[config.mk]
export PLATFORM = sky130hd
export DESIGN_NAME = encoder_emulator
export DESIGN_NICKNAME = d
export VERILOG_FILES = /design/src/rtl/encoder_emulator.sv
export SDC_FILE = /design/constraint.sdc
export NUM_CORES = 1
export LEC_CHECK = 0
export ABC_AREA = 1
export ABC_CLOCK_PERIOD_IN_PS = 2400
export BUFFER_PORTS_ARGS = -buffer_cell sky130_fd_sc_hd__buf_2
export CORE_AREA = 5 5 127 129
export CTS_CLUSTER_SIZE = 16
export DETAILED_ROUTE_END_ITERATION = 10
export DIE_AREA = 0 0 132 134
export MAX_ROUTING_LAYER = met4
export SLEW_MARGIN = 20
export SYNTH_ARGS = -nofsm -noshare
export SYNTH_HDL_FRONTEND = slang
export SYNTH_SLANG_ARGS = --single-unit
[constraint.sdc]
create_clock -name i_clk -period 2.4 [get_ports i_clk]
set_input_delay 0.48 -clock i_clk [delete_from_list [all_inputs] [get_ports i_clk]]
set_output_delay 0.48 -clock i_clk [all_outputs]
set_load 0.03 [all_outputs]
[src/rtl/encoder_emulator.sv]
// Quadrature encoder emulator: timed or single A/B/I steps with direction, polarity and index.
// Optional per-step period jitter from a 16-bit LFSR when ENCEMU_JITTER_EN is defined.
module encoder_emulator #(
    parameter int K_PERIOD_W = 16,
    parameter int K_POS_W    = 10
) (
    input  logic                  i_clk,
    input  logic                  i_rst_n,
    input  logic                  i_enable,
    input  logic [K_PERIOD_W-1:0] i_period,
    input  logic                  i_reverse,
    input  logic                  i_polarity,
    input  logic [K_POS_W-1:0]    i_steps_per_rev,
    input  logic                  i_single_step,
    output logic                  o_a,
    output logic                  o_b,
    output logic                  o_i,
    output logic                  o_step,
    output logic                  o_dir_change,
    output logic [K_POS_W-1:0]    o_position
);

    localparam logic [K_PERIOD_W:0] TERM_ONE = (K_PERIOD_W+1)'(1);

    logic [K_PERIOD_W-1:0] count_reg, count_next;
    logic [K_PERIOD_W:0]   terminal;
    logic [K_PERIOD_W:0]   jitter;
    logic                  period_zero;
    logic                  timed_fire;
    logic                  single_fire;
    logic                  fire;

    logic                  a_raw_reg, b_raw_reg;
    logic                  a_raw_next, b_raw_next;
    logic [1:0]            phase_cur, phase_next;
    logic                  last_rev_reg;
    logic [K_POS_W-1:0]    position_reg, position_next;
    logic                  index_reg, index_next;
    logic                  step_reg;
    logic                  dir_change_reg;
    logic                  index_enabled;

`ifdef ENCEMU_JITTER_EN
    logic [15:0] lfsr_reg;

    always_ff @(posedge i_clk or negedge i_rst_n) begin
        if (!i_rst_n) begin
            lfsr_reg <= 16'hACE1;
        end else if (fire) begin
            lfsr_reg <= {lfsr_reg[14:0], lfsr_reg[15] ^ lfsr_reg[13] ^ lfsr_reg[12] ^ lfsr_reg[10]};
        end
    end

    // Short periods stay exact so the jitter never dominates the step rate.
    assign jitter = (i_period >= K_PERIOD_W'(4)) ? (K_PERIOD_W+1)'(lfsr_reg[1:0]) : '0;
`else
    assign jitter = '0;
`endif

    always_comb begin
        period_zero = (i_period == '0);
        terminal    = {1'b0, i_period} - TERM_ONE + jitter;
        // >= rather than == so a period lowered mid-count fires right away.
        timed_fire  = i_enable && !period_zero && ({1'b0, count_reg} >= terminal);
        single_fire = i_single_step && period_zero && i_enable;
        fire        = timed_fire || single_fire;
    end

    always_comb begin
        count_next = count_reg;
        if (i_enable) begin
            if (period_zero || timed_fire) begin
                count_next = '0;
            end else begin
                count_next = count_reg + K_PERIOD_W'(1);
            end
        end
    end

    // Phase is recovered from the registered raw pair: 0=(0,0) 1=(1,0) 2=(1,1) 3=(0,1).
    always_comb begin
        phase_cur  = {b_raw_reg, a_raw_reg ^ b_raw_reg};
        phase_next = i_reverse ? (phase_cur - 2'd1) : (phase_cur + 2'd1);
        a_raw_next = phase_next[1] ^ phase_next[0];
        b_raw_next = phase_next[1];
    end

    always_comb begin
        index_enabled = (i_steps_per_rev != '0);
        position_next = position_reg;
        if (!i_reverse) begin
            if (index_enabled && (position_reg >= i_steps_per_rev - K_POS_W'(1))) begin
                position_next = '0;
            end else begin
                position_next = position_reg + K_POS_W'(1);
            end
        end else begin
            if (index_enabled && ((position_reg == '0) || (position_reg >= i_steps_per_rev))) begin
                position_next = i_steps_per_rev - K_POS_W'(1);
            end else begin
                position_next = position_reg - K_POS_W'(1);
            end
        end
        index_next = index_enabled && (position_next == '0);
    end

    always_ff @(posedge i_clk or negedge i_rst_n) begin
        if (!i_rst_n) begin
            count_reg      <= '0;
            a_raw_reg      <= 1'b0;
            b_raw_reg      <= 1'b0;
            last_rev_reg   <= 1'b0;
            position_reg   <= '0;
            index_reg      <= 1'b0;
            step_reg       <= 1'b0;
            dir_change_reg <= 1'b0;
        end else begin
            count_reg      <= count_next;
            step_reg       <= fire;
            dir_change_reg <= fire && (i_reverse != last_rev_reg);
            if (fire) begin
                a_raw_reg    <= a_raw_next;
                b_raw_reg    <= b_raw_next;
                last_rev_reg <= i_reverse;
                position_reg <= position_next;
                index_reg    <= index_next;
            end
        end
    end

    assign o_a          = i_polarity ? b_raw_reg : a_raw_reg;
    assign o_b          = i_polarity ? a_raw_reg : b_raw_reg;
    assign o_i          = index_reg;
    assign o_step       = step_reg;
    assign o_dir_change = dir_change_reg;
    assign o_position   = position_reg;

endmodule

==> qor.txt <==
GPL Wtd Cong -> 0.864
Core Area -> 14,900 um2
Cell types occupying the most area after synthesis -> dfrtp_1 22%, ha_1 15%, nand2_1 14%
Starting density of the core -> 24.5%
Slew HR -> 50.7%
DRC violations left -> 0
Initial antenna violation count -> 0
Share of cells above drive strength 1 -> 35.0%
RSZ-0062 raised after global routing -> yes
CTS tree -> built
Leak pwr -> 0.00278 uW
Final TNS setup -> -9.79 ns
Slew Viols, Final -> 0
Clock Sinks -> 32
Max FFs per register -> 16
I/O pin count -> 47
Drt pass-1 iters -> 4
H-tree depth reported by CTS -> 2
Overall fraction of global-route tracks in use -> 11.4%
Cell area after layout -> 5290 um2
Violated checks -> setup timing
Clock period minus worst slack -> 2.76 ns
PwrDens -> 901 nW/um2
Detailed Route WL -> 9580 um
Distinct cell type count after synthesis -> 35
CP Launch Type -> input pin
GRT overflow -> 0
Max-Cap Viols -> 0
Max Fclk -> 0.362 GHz
Routed WL per cell -> 10.9 um
Die Wd -> 132 um
Post-synth ARST share -> 100%
Post-synth top area cell -> dfrtp_1
Dpl cell area -> 4810 um2
Initial DRC Count -> 137
Post-synth top area share -> 21.9%
Via density -> 4.32
Hold Slack -> 0.262 ns
Clk root buf -> clkbuf_16
Net count after synthesis -> 615
Cells after Synth -> 540
Vias -> 3,781
Die area -> 17,700 um2
IO buf count -> 46
Crit-path max FO -> 8
Ys flop type -> dfrtp_1
Post-DP HPWL -> 7740 um
Vias in the first global route -> 3,651
HP Class -> in2async
# fillers -> 1,572
First-pass GRT wire length -> 16,600 um
Worst EP required -> 2.62 ns
Worst EP arrival -> 2.98 ns
Die height -> 134 um
Antenna cell count -> 0
Yosys reg bits -> 32
Clock buffer count from CTS -> 5
Critical path class -> in2reg
Setup crit end kind -> register
Post-synthesis sequential area ratio -> 21.9%
Clock latency at the later pin of the worst-skew pair -> 0.28 ns
Period utilization -> 115%
Least-Margin Pin Slew -> 0.739 ns
Netlist Area Pre-Place -> 3650 um2
Status -> finished with violations
Area growth syn-to-layout -> 44.7%
Ys Warns -> 0
Endpoints failing setup -> 32
Worst-path clk slew -> 0.05 ns
Layout Utilization -> 35.4%
Worst setup margin -> -0.362 ns
FP Rows -> 45
Final net count -> 762
Clock Tree Buf Depth -> 2
Worst VDD drop -> 0.000794 V
Post-synth EDFFs -> 0
Synthesized area per cell -> 6.77 um2
Pin count of the biggest net entering global routing -> 33
Final clock skew -> 0.00505 ns
Final hold vios -> 0
Post-route ant nets -> 0
layout make-up:
class | instances | area, um2 | share of cell area (%)
multi-input cells | 422 | 2710 | 51.2
clock buffers | 6 | 129 | 2.44
well taps | 188 | 235 | 4.45
flip-flops and latches | 32 | 801 | 15.1
repair buffers | 150 | 1090 | 20.7
inverters | 76 | 285 | 5.39
clock inverters | 2 | 35.0 | 0.662
power breakdown:
group | switching (uW) | internal (uW)
combinational | 1760 | 1310
clock | 233 | 488
sequential | 222 | 749
worst paths after layout:
kind                                     from       endpoint  slack, ns  cells past startpoint
worst min register to register            o_i            o_i       0.50                      2
worst max-delay path              i_period[2]  o_position[4]      -0.36                     20
worst min-delay path                  i_rst_n  count_reg[14]       0.26                      1
min in group i_clk                        o_i            o_i       0.50                      2
worst max register to register  o_position[9]            o_i       0.16                     16
max in group asynchronous             i_rst_n   count_reg[1]       1.66                      1
through the flow:
step / instances / worst slack, ns / total power [uW]
after detailed placement: 856 / -0.840 / 3900
after global placement: 856 / -0.816 / 3870
after global routing: 876 / -0.572 / 5290
after CTS: 873 / -0.370 / 4730
final: 876 / -0.362 / 4760
after floorplan: 540 / -0.504 / 2850
timing repair:
action	4_1_cts	5_1_grt
cloned	1	0
setup buffers	8	3
setup endpoints to repair	32	32
hold buffers	0	0
pin swaps	19	3
gates resized for setup	37	19
worst max-delay path: stages:
cell and delay (ns):
buf_8 0.10, nor2_4 0.09, nand2_2 0.07, nor3_4 0.12
nand3b_1 0.15, nor3_2 0.18, nand2_1 0.12, nor3_2 0.18
xor2_1 0.15, inv_1 0.08, ha_4 0.27, nand3_2 0.08
nor2_4 0.12, nand4_1 0.12, nand4_2 0.13, nand2_4 0.10
nand2_8 0.13, buf_12 0.16, nor2_4 0.03, a21oi_2 0.08
synth_stat cells, types with 6 or more instances:
cell / count
a21oi_1: 23
a21oi_2: 6
dfrtp_1: 32
ha_1: 43
inv_1: 74
nand2_1: 132
nand3_1: 41
nand4_1: 9
nor2_1: 67
nor3_1: 8
o21ai_0: 9
o21ai_2: 10
xor2_1: 31
per-layer routing:
metal	track usage [%]	share of wire (%)	routed length, um
met1	13.9	46	4440
met4	2.29	1.2	118
met2	19.8	50	4800
met5	-	0	0
met3	2.25	2.4	228
cell families after synthesis:
logic type | Yosys count | synth area share [%]
AO/OA/AOI/OAI | 56 | 9.79
XOR/XNOR | 36 | 8.63
adder cells (fa/ha/maj) | 43 | 14.7
buffers and inverters | 86 | 9.62
flip-flops | 32 | 21.9
AND/OR/NAND/NOR | 287 | 35.3
cell usage in the layout (no fill, tap or decap), drive strengths merged, types with 20 or more instances in the layout:
cell type and count:
a21oi 29, ha 43, o21ai 20, nand2 141, nand3 41, buf 150
inv 76, dfrtp 32, xor2 31, nor2 74
No activity file was read; power rests on OpenSTA's default activity.
